File: config.mk
export PLATFORM = sky130hd
export DESIGN_NAME = ppu_ri_ext
export DESIGN_NICKNAME = d
export VERILOG_FILES = /design/src/rtl/ppu_ri_pkg.sv /design/src/rtl/ppu_ri_open_bus.sv /design/src/rtl/ppu_ri_ext.sv
export SDC_FILE = /design/constraint.sdc
export NUM_CORES = 1
export LEC_CHECK = 0
export ABC_AREA = 1
export BUFFER_PORTS_ARGS = -buffer_cell sky130_fd_sc_hd__clkbuf_2
export CAP_MARGIN = 20
export CORE_MARGIN = 4
export CORE_UTILIZATION = 53
export CTS_CLUSTER_DIAMETER = 120
export DETAILED_ROUTE_END_ITERATION = 10
export PLACE_DENSITY = 0.83
export REMOVE_ABC_BUFFERS = 1
export SYNTH_ARGS = -nofsm -noshare
export SYNTH_HDL_FRONTEND = slang
export SYNTH_SLANG_ARGS = --single-unit
File: constraint.sdc
create_clock -name clk_in -period 1.81 [get_ports clk_in]
set_input_delay 0.0905 -clock clk_in [delete_from_list [all_inputs] [get_ports clk_in]]
set_output_delay 0.0905 -clock clk_in [all_outputs]
set_load 0.02 [all_outputs]
File: src/rtl/ppu_ri_pkg.sv
// Shared constants and types for the PPU CPU register interface.
package ppu_ri_pkg;

  localparam logic [2:0] SEL_CTRL     = 3'd0;
  localparam logic [2:0] SEL_MASK     = 3'd1;
  localparam logic [2:0] SEL_STATUS   = 3'd2;
  localparam logic [2:0] SEL_OAM_ADDR = 3'd3;
  localparam logic [2:0] SEL_OAM_DATA = 3'd4;
  localparam logic [2:0] SEL_SCROLL   = 3'd5;
  localparam logic [2:0] SEL_ADDR     = 3'd6;
  localparam logic [2:0] SEL_DATA     = 3'd7;

  localparam logic [5:0] PRAM_PAGE = 6'h3F;

  typedef enum logic {RD_IDLE, RD_WAIT} rd_state_e;

  // Loopy t layout: {fv[2:0], v, h, vt[4:0], ht[4:0]}
  localparam int T_HT_LSB = 0;
  localparam int T_VT_LSB = 5;
  localparam int T_H_BIT  = 10;
  localparam int T_V_BIT  = 11;
  localparam int T_FV_LSB = 12;

endpackage

File: src/rtl/ppu_ri_open_bus.sv
// Open-bus latch: holds the last byte driven on the CPU data bus and
// clears it after DECAY_CYCLES clocks without a refresh (0 = never).
module ppu_ri_open_bus #(
  parameter int DECAY_CYCLES = 30000000,
  parameter int DECAY_W      = (DECAY_CYCLES > 0) ? $clog2(DECAY_CYCLES + 1) : 1
) (
  input  logic       clk_in,
  input  logic       rst_in,
  input  logic       load_in,
  input  logic [7:0] load_d_in,
  output logic [7:0] bus_out
);

  logic [7:0]         bus_q, bus_d;
  logic [DECAY_W-1:0] cnt_q, cnt_d;

  always_comb begin
    // NOTE: every combinational output gets a default first so no path infers a latch.
    bus_d = bus_q;
    cnt_d = cnt_q;
    if (load_in) begin
      bus_d = load_d_in;
      cnt_d = '0;
    end else if (DECAY_CYCLES > 0) begin
      if (cnt_q == DECAY_W'(DECAY_CYCLES - 1)) bus_d = 8'h00;
      else                                      cnt_d = cnt_q + 1'b1;
    end
  end

  always_ff @(posedge clk_in) begin
    // NOTE: state is updated with non-blocking assignments so all flops sample together.
    if (rst_in) begin
      bus_q <= 8'h00;
      cnt_q <= '0;
    end else begin
      bus_q <= bus_d;
      cnt_q <= cnt_d;
    end
  end

  assign bus_out = bus_q;

endmodule

File: src/rtl/ppu_ri_ext.sv
// PPU $2000-$2007 CPU register interface with open-bus decay and a
// req/ack handshake for refilling the $2007 read buffer.
module ppu_ri_ext
  import ppu_ri_pkg::*;
#(
  parameter int VRAM_AW      = 14,
  parameter int DECAY_CYCLES = 30000000
) (
  input  logic               clk_in,
  input  logic               rst_in,
  input  logic [2:0]         sel_in,
  input  logic               ncs_in,
  input  logic               r_nw_in,
  input  logic [7:0]         cpu_d_in,
  output logic [7:0]         cpu_d_out,
  input  logic [VRAM_AW-1:0] vram_a_in,
  output logic               vram_rd_req_out,
  output logic [VRAM_AW-1:0] vram_rd_a_out,
  input  logic               vram_rd_ack_in,
  input  logic [7:0]         vram_d_in,
  input  logic [5:0]         pram_d_in,
  output logic [7:0]         vram_d_out,
  output logic               vram_wr_out,
  output logic               pram_wr_out,
  input  logic               vblank_in,
  input  logic [7:0]         spr_ram_d_in,
  input  logic               spr_overflow_in,
  input  logic               spr_pri_col_in,
  output logic [7:0]         spr_ram_a_out,
  output logic [7:0]         spr_ram_d_out,
  output logic               spr_ram_wr_out,
  output logic [7:0]         ppuctrl_out,
  output logic [7:0]         ppumask_out,
  output logic [14:0]        t_out,
  output logic [2:0]         x_out,
  output logic               upd_cntrs_out,
  output logic               inc_addr_out,
  output logic               vblank_out
);

  localparam int DECAY_W = (DECAY_CYCLES > 0) ? $clog2(DECAY_CYCLES + 1) : 1;

  rd_state_e          state_q, state_d;
  logic               ncs_q, vblank_in_q, vblank_q, vblank_d, w_q, w_d;
  logic [7:0]         ppuctrl_q, ppuctrl_d, ppumask_q, ppumask_d;
  logic [14:0]        t_q, t_d;
  logic [2:0]         x_q, x_d;
  logic [7:0]         oam_ptr_q, oam_ptr_d, spr_d_q, spr_d_d, vram_d_q, vram_d_d;
  logic               spr_wr_q, spr_wr_d, vram_wr_q, vram_wr_d, pram_wr_q, pram_wr_d;
  logic               inc_addr_q, inc_addr_d, upd_q, upd_d, req_q, req_d;
  logic [7:0]         rd_data_q, rd_data_d, rd_buf_q, rd_buf_d;
  logic [VRAM_AW-1:0] rd_a_q, rd_a_d;

  logic       access, rd_acc, wr_acc, pram_hit, vbl_rise;
  logic [7:0] bus, rd_byte;

  ppu_ri_open_bus #(.DECAY_CYCLES(DECAY_CYCLES), .DECAY_W(DECAY_W)) u_open_bus (
    .clk_in    (clk_in),
    .rst_in    (rst_in),
    .load_in   (access),
    .load_d_in (r_nw_in ? rd_byte : cpu_d_in),
    .bus_out   (bus)
  );

  always_comb begin
    access   = ncs_q & ~ncs_in;
    rd_acc   = access & r_nw_in;
    wr_acc   = access & ~r_nw_in;
    pram_hit = (vram_a_in[13:8] == PRAM_PAGE);
    vbl_rise = vblank_in & ~vblank_in_q;

    case (sel_in)
      SEL_STATUS:   rd_byte = {vblank_q | vbl_rise, spr_pri_col_in, spr_overflow_in, bus[4:0]};
      SEL_OAM_DATA: rd_byte = spr_ram_d_in;
      SEL_DATA:     rd_byte = pram_hit ? {bus[7:6], pram_d_in} : rd_buf_q;
      default:      rd_byte = bus;
    endcase

    state_d    = state_q;
    w_d        = w_q;
    ppuctrl_d  = ppuctrl_q;
    ppumask_d  = ppumask_q;
    t_d        = t_q;
    x_d        = x_q;
    oam_ptr_d  = spr_wr_q ? oam_ptr_q + 8'd1 : oam_ptr_q;
    spr_d_d    = spr_d_q;
    vram_d_d   = vram_d_q;
    rd_buf_d   = rd_buf_q;
    rd_a_d     = rd_a_q;
    rd_data_d  = rd_acc ? rd_byte : rd_data_q;
    spr_wr_d   = 1'b0;
    vram_wr_d  = 1'b0;
    pram_wr_d  = 1'b0;
    inc_addr_d = 1'b0;
    upd_d      = 1'b0;
    vblank_d   = vblank_q | vbl_rise;

    // Ack data lands first so a coincident $2007 read can still re-arm WAIT.
    if (state_q == RD_WAIT && vram_rd_ack_in) begin
      rd_buf_d = vram_d_in;
      state_d  = RD_IDLE;
    end

    if (rd_acc && sel_in == SEL_STATUS) begin
      vblank_d = 1'b0;
      w_d      = 1'b0;
    end
    if (rd_acc && sel_in == SEL_DATA) begin
      state_d    = RD_WAIT;
      rd_a_d     = vram_a_in;
      inc_addr_d = 1'b1;
    end

    if (wr_acc) begin
      case (sel_in)
        SEL_CTRL: begin
          ppuctrl_d             = cpu_d_in;
          t_d[T_V_BIT:T_H_BIT]  = cpu_d_in[1:0];
        end
        SEL_MASK:     ppumask_d = cpu_d_in;
        SEL_OAM_ADDR: oam_ptr_d = cpu_d_in;
        SEL_OAM_DATA: begin
          spr_wr_d = 1'b1;
          spr_d_d  = cpu_d_in;
        end
        SEL_SCROLL: begin
          w_d = ~w_q;
          if (!w_q) begin
            t_d[T_HT_LSB +: 5] = cpu_d_in[7:3];
            x_d                = cpu_d_in[2:0];
          end else begin
            t_d[T_FV_LSB +: 3] = cpu_d_in[2:0];
            t_d[T_VT_LSB +: 5] = cpu_d_in[7:3];
          end
        end
        SEL_ADDR: begin
          w_d = ~w_q;
          if (!w_q) begin
            t_d[13:8] = cpu_d_in[5:0];
            t_d[14]   = 1'b0;
          end else begin
            t_d[7:0] = cpu_d_in;
            upd_d    = 1'b1;
          end
        end
        default: begin
          vram_d_d   = cpu_d_in;
          pram_wr_d  = pram_hit;
          vram_wr_d  = ~pram_hit;
          inc_addr_d = 1'b1;
        end
      endcase
    end

    if (!vblank_in) vblank_d = 1'b0;
    req_d = (state_d == RD_WAIT);
  end

  always_ff @(posedge clk_in) begin
    if (rst_in) begin
      state_q     <= RD_IDLE;
      ncs_q       <= 1'b1;
      vblank_in_q <= 1'b0;
      vblank_q    <= 1'b0;
      w_q         <= 1'b0;
      ppuctrl_q   <= 8'h00;
      ppumask_q   <= 8'h00;
      t_q         <= 15'h0000;
      x_q         <= 3'h0;
      oam_ptr_q   <= 8'h00;
      spr_d_q     <= 8'h00;
      vram_d_q    <= 8'h00;
      spr_wr_q    <= 1'b0;
      vram_wr_q   <= 1'b0;
      pram_wr_q   <= 1'b0;
      inc_addr_q  <= 1'b0;
      upd_q       <= 1'b0;
      req_q       <= 1'b0;
      rd_data_q   <= 8'h00;
      rd_buf_q    <= 8'h00;
      rd_a_q      <= '0;
    end else begin
      state_q     <= state_d;
      ncs_q       <= ncs_in;
      vblank_in_q <= vblank_in;
      vblank_q    <= vblank_d;
      w_q         <= w_d;
      ppuctrl_q   <= ppuctrl_d;
      ppumask_q   <= ppumask_d;
      t_q         <= t_d;
      x_q         <= x_d;
      oam_ptr_q   <= oam_ptr_d;
      spr_d_q     <= spr_d_d;
      vram_d_q    <= vram_d_d;
      spr_wr_q    <= spr_wr_d;
      vram_wr_q   <= vram_wr_d;
      pram_wr_q   <= pram_wr_d;
      inc_addr_q  <= inc_addr_d;
      upd_q       <= upd_d;
      req_q       <= req_d;
      rd_data_q   <= rd_data_d;
      rd_buf_q    <= rd_buf_d;
      rd_a_q      <= rd_a_d;
    end
  end

  assign cpu_d_out       = (~ncs_in & r_nw_in) ? rd_data_q : 8'h00;
  assign vram_rd_req_out = req_q;
  assign vram_rd_a_out   = rd_a_q;
  assign vram_d_out      = vram_d_q;
  assign vram_wr_out     = vram_wr_q;
  assign pram_wr_out     = pram_wr_q;
  assign spr_ram_a_out   = oam_ptr_q;
  assign spr_ram_d_out   = spr_d_q;
  assign spr_ram_wr_out  = spr_wr_q;
  assign ppuctrl_out     = ppuctrl_q;
  assign ppumask_out     = ppumask_q;
  assign t_out           = t_q;
  assign x_out           = x_q;
  assign upd_cntrs_out   = upd_q;
  assign inc_addr_out    = inc_addr_q;
  assign vblank_out      = vblank_q;

endmodule

### Word level (Yosys, flattened, before mapping)

Index checks and enable logic that the tools add are counted.

| word-level totals | value |
|---|---|
| register bits | 131 |
| output and inout bits | 87 |

| operators by class | value |
|---|---|
| reductions and logical operators | 24 |
| add/subtract/negate cells | 2 |
| bitwise logic cells | 15 |
| multiplexer cells | 27 |
| equality and inequality tests | 13 |

Operators with widths:

| cell | number |
|---|---|
| $mux 8 | 9 |
| $add 25x1->25 const B | 1 |
| $eq 25x25->1 const B | 1 |
| $pmux 8 s3 | 1 |
| $pmux 10 s2 | 1 |
| $eq 3x3->1 const B | 4 |
| $reduce_and 4->1 | 3 |
| $mux 1 | 10 |
| $mux 5 | 2 |
| $not 1->1 | 9 |
| $add 8x1->8 const B | 1 |
| $ne 2x2->1 const B | 4 |
| $reduce_and 2->1 | 4 |
| $reduce_bool 2->1 | 4 |
| $reduce_or 8->1 | 1 |
| $mux 7 | 1 |
| $eq 3x2->1 const B | 2 |
| $eq 6x6->1 const B | 1 |
| $pmux 3 s2 | 1 |
| $reduce_and 3->1 | 2 |
| $reduce_or 2->1 | 3 |
| $reduce_or 3->1 | 2 |
| $reduce_or 6->1 | 1 |
| $and 1x1->1 | 5 |
| 6 further kinds | 8 |

### Logic depth before layout (Yosys ltp)

| depth | value |
|---|---|
| depth in word-level cells | 7 |
| depth in mapped cells | 9 |

### Modules after synthesis

A second synthesis with hierarchy kept.

| unflattened totals | value |
|---|---|
| cell total of the unflattened synthesis | 838 |
| area total of the unflattened synthesis | 6,097.1 µm² |

Modules (own cells, without submodules):

| module | instances | cells an instance | area an instance (µm²) | seq. area each (µm²) |
|---|---|---|---|---|
| ppu_ri_ext | 1 | 594 | 4,418.0 | 1,961.9 |
| ppu_ri_open_bus | 1 | 244 | 1,679.1 | 660.6 |

### Worst setup path after synthesis

No wires, ideal clock.

| timing path | value |
|---|---|
| kind | register to register |
| from | reg u_open_bus.cnt_q[0] |
| to | reg u_open_bus.bus_q[2], in the netlist u_open_bus.bus_out[2] |
| setup time | 118 ps |
| buffers on the path | 1 |
| required time | 1,692 ps |
| setup slack | 386 ps |
| cell stages (with the launch flop) | 8 |
| clock period less this slack | 1,424 ps |
| arrival | 1,306 ps |
| cells stage by stage | dfxtp_1 -> ha_1 -> nand2_2 -> nor2_4 -> nand2_2 -> buf_6 -> a21oi_1 -> a21oi_1 |

| on the way | value |
|---|---|
| word-level cells in the longest chain between the ends | 2 |

RTL lines:

| what | line | RTL |
|---|---|---|
| from (decl) | ppu_ri_open_bus.sv:15 | `logic [DECAY_W-1:0] cnt_q, cnt_d;` |
| from (signal assigned) | ppu_ri_open_bus.sv:37 | `cnt_q <= cnt_d;` |
| $eq 25x25->1 | ppu_ri_open_bus.sv:25 | `if (cnt_q == DECAY_W'(DECAY_CYCLES - 1)) bus_d = 8'h00;` |
| $reduce_bool 2->1 (no line) | n/a |  |
| to (signal assigned) | ppu_ri_open_bus.sv:36 | `bus_q <= bus_d;` |
| to (decl) | ppu_ri_open_bus.sv:14 | `logic [7:0] bus_q, bus_d;` |

No other way between the ends.
A chain may end at the register's enable or synchronous reset.

### Worst setup path in the final report

| timing path | value |
|---|---|
| from | in ncs_in |
| to | reg t_q[0], in the netlist t_out[0] |

| on the way | value |
|---|---|
| word-level cells in the longest chain between the ends | 4 |

RTL lines:

| what | line | RTL |
|---|---|---|
| from (decl) | ppu_ri_ext.sv:12 | `input logic ncs_in,` |
| $not 1->1 | ppu_ri_ext.sv:66 | `access = ncs_q & ~ncs_in;` |
| $and 1x1->1 | ppu_ri_ext.sv:66 |  |
| $and 1x1->1 | ppu_ri_ext.sv:68 | `wr_acc = access & ~r_nw_in;` |
| $reduce_and 4->1 (no line) | n/a |  |
| to (signal assigned) | ppu_ri_ext.sv:190 | `t_q <= t_d;` |
| to (decl) | ppu_ri_ext.sv:46 | `logic [14:0] t_q, t_d;` |

No other way between the ends.

==> impl_metrics.csv <==
group,metric,value,unit
cts,cts_setup_buffers,0,
power,powerDensity,931.8,mW/mm²
die,fp.dieH,113.0,µm
hold_path,hold_end,"rd_data_q[5]",
synth,synth_seq_cells,131,
synth,yosysSeqAreaShare,44.92,%
timing,setup_violations,0,
synth,synth-edff-count,0,
place,post-place-ws,0.2083,ns
synth,synth_cell_type_count,35,
worst_setup_path,ff2ff_path_depth,6,
global_routing,grt_pass1_vias,6284,
global_routing,grt_pass1_wl,30.35,mm
worst_setup_path,crit_required,2.23,ns
finish,area_growth,32.38,%
timing,drv_slew,0,
detailed_routing,postRouteWirelength,18.50,mm
global_routing,grt_overflow,0,
place,gp_congestion,0.9908,
global_routing,grt_max_degree,23,
finish,finalNetCount,1072,
synth,postSynth.asyncResetShare,0,%
die,io_pins,142,
power,switchingPower,1.850,mW
worst_setup_path,worstReg2RegEnd,"u_open_bus.bus_out[7]",
synth,ys_top_cells_by_count,"nand2_1 (148), dfxtp_1 (131), nor2_1 (113), inv_1 (95), o21ai_0 (91)",
cts,cts_buffers,17,
power,irDropWorstVdd,933.7,µV
power,p_comb_share,8.1,%
timing,worst_slack,0.1752,ns
synth,avgSynthCellArea,7.085,µm²
detailed_routing,vias_per_cell,5.448,
place,dp.cells,1097,
worst_setup_path,start_kind,"primary input",
global_routing,antenna_found_initial,0,
finish,post-route-util,71.61,%
power,sw_frac_of_total,25.69,%
timing,slew_headroom,66.53,%
power,power.leakage,3.503,nW
cts,cts_tree,"yes",
cts,cts.reportedPaths.clkPinSlew,0.07,ns
timing,finalHoldViolations,0,
cts,cts_sinks,131,
die,dieArea,0.01276,mm²
flow_run,maxCapViolCount,0,
power,clkPwrFrac,50.6,%
die,start_util,54.09,%
finish,drive_above_1_share,20.72,%
worst_setup_path,r2r-start,"u_open_bus.cnt_q[0]",
detailed_routing,drtIter0Drc,669,
run_status,status,"finished, final reports clean",
synth,synth_area,0.005838,mm²
worst_setup_path,r2r_slack,0.18,ns
timing,holdWs,0.05644,ns
hold_path,worstHoldPathCells,7,
detailed_routing,wl_per_cell,15.84,µm
timing,fmaxAchievable,611.7,MHz
cts,clk_latency,0.53,ns
timing,fin_crit_sh,90.32,%
detailed_routing,antenna_left,0,
detailed_routing,post-route-drc-count,0,
finish,multiInputGateArea,0.002726,mm²
detailed_routing,firstDrtPassIters,6,
synth,synthTopCellsByArea,"dfxtp_1 (45%), nand2_1 (9.5%), o21ai_0 (7.8%)",
timing,worst-slew-pin-transition,0.4982,ns
synth,yosys_warnings,0,
cts,clk_path_buf_depth,2,
worst_setup_path,critical_path_class,"in2reg",
timing,fin_crit,1.635,ns
synth,synth_top_area_share,44.92,%
synth,synth_most_common_cell,"nand2_1",
synth,synth_ff_type,"dfxtp_1",
timing,setup-tns-final,0,ns
cts,cts_max_level,4,
place,dpl.hpwl,11.78,mm
die,coreArea,0.01079,mm²
detailed_routing,vias,6363,
power,seqPwrFrac,41.3,%
worst_setup_path,critPathCaptureType,"flop",
die,die_w,113.0,µm
worst_setup_path,critPathArrivalTime,2.06,ns
finish,finalNonFillerCells,1168,
die,std_cell_rows,38,
timing,finalClockSkew,0.01151,ns
cts,cts_root_buf,"clkbuf_8",
finish,seq_area,0.002623,mm²
timing,grt_setup_unrepaired,"no",
hold_path,hold_path.class,"in2reg",
finish,n_antenna_cell,0,
synth,syn_inst,824,
power,cell_internal_pwr,5.351,mW
global_routing,track_usage,29.47,%
place,buffer_ports.inserted,141,
finish,nFillCells,793,
hold_path,hp-start,"spr_overflow_in",
worst_setup_path,cp_max_fo,18,
synth,synth_top_cell_by_area,"dfxtp_1",
==> worst max-delay path, cell delays in order <==
cell and delay, ns:
dlygate4sd3_1 0.53, clkbuf_2 0.12, inv_1 0.14, nand2_4 0.17, nor2_8 0.20, o21ai_0 0.16, nor2_2 0.34, inv_1 0.14
nor2_1 0.11, nor2_1 0.05
==> metrics by stage <==
step                      instance area [µm²]  power [mW]
after floorplan                          5720       3.315
after global placement                   6714       3.525
after detailed placement                 6714       3.533
after CTS                                7725       7.161
after global routing                     7729       7.395
final                                    7729       7.201
==> power by group through the flow <==
stage                     logic, mW  registers, mW  clock network (mW)
final                         0.584           2.98                3.64
after global routing          0.637           2.98                3.78
after CTS                     0.567           2.97                3.62
after detailed placement      0.496           3.04                   0
after global placement        0.487           3.04                   0
after floorplan               0.243           3.07                   0
==> repair_timing <==
item | in CTS | in global routing
hold buffers | 39 | 0
resized for setup | 0 | 1
setup endpoints to repair | 0 | 1
hold endpoints to repair | 56 | 0
==> final cells by class <==
cell class	count	area share, %
clock inverters	14	2.493
inverters	99	4.857
multi-input cells	571	35.28
repair buffers	195	15.64
flip-flops and latches	131	33.93
clock buffers	18	5.537
well taps	140	2.266
==> layout by cell type, fill, tap and decap left out, types with 7 or more instances in the layout <==
cell	n
nand4_1	7
nor2_1	113
a31oi_1	7
nand3_1	60
dfxtp_1	131
clkbuf_16	16
a21oi_1	80
clkbuf_2	141
nand3b_1	7
xor2_1	7
dlygate4sd3_1	39
buf_4	15
inv_1	93
nand2_1	148
nor3_1	15
o21ai_0	91
==> registers in the layout (all words and copies together), names as in the netlist, 8 cells and up <==
signal,flops
spr_ram_a_out,8
vram_rd_a_out,14
spr_ram_d_out,8
rd_buf_q,8
u_open_bus.bus_out,8
vram_d_out,8
ppumask_out,8
u_open_bus.cnt_q,25
ppuctrl_out,8
rd_data_q,8
t_out,15
==> per-layer routing <==
metal / up-vias / track usage, % / wire length, µm
met4: 0 / 15.22 / 737
met2: 357 / 48.97 / 8904
li1: 3071 / - / -
met3: 75 / 8.610 / 1647
met5: - / 0 / 0
met1: 2860 / 34.49 / 7206
==> worst max-delay path by stage <==
stage	from	endpoint	slack, ns	depth (start not counted)
3_3_place_gp	u_open_bus.cnt_q[0]	u_open_bus.cnt_q[22]	0.28	8
5_1_grt	u_open_bus.cnt_q[0]	u_open_bus.bus_out[3]	0.03	7
6_report	ncs_in	t_out[0]	0.18	10
4_1_cts	ncs_in	cpu_d_out[1]	0.19	6
3_5_place_dp	u_open_bus.cnt_q[0]	u_open_bus.bus_out[7]	0.21	6
2_1_floorplan	rst_in	spr_ram_d_out[0]	0.1	3
==> cells by family (layout without fill, tap and decap cells) <==
group	Yosys count	after routing	share of synthesized area [%]
AO/OA/AOI/OAI	187	187	16.61
adder cells (fa/ha/maj)	2	2	0.4286
XOR/XNOR	11	11	1.650
flip-flops	131	131	44.92
AND/OR/NAND/NOR	371	371	28.01
buffers and inverters	122	326	8.379
Note: power is estimated with default switching activity, not from simulation.
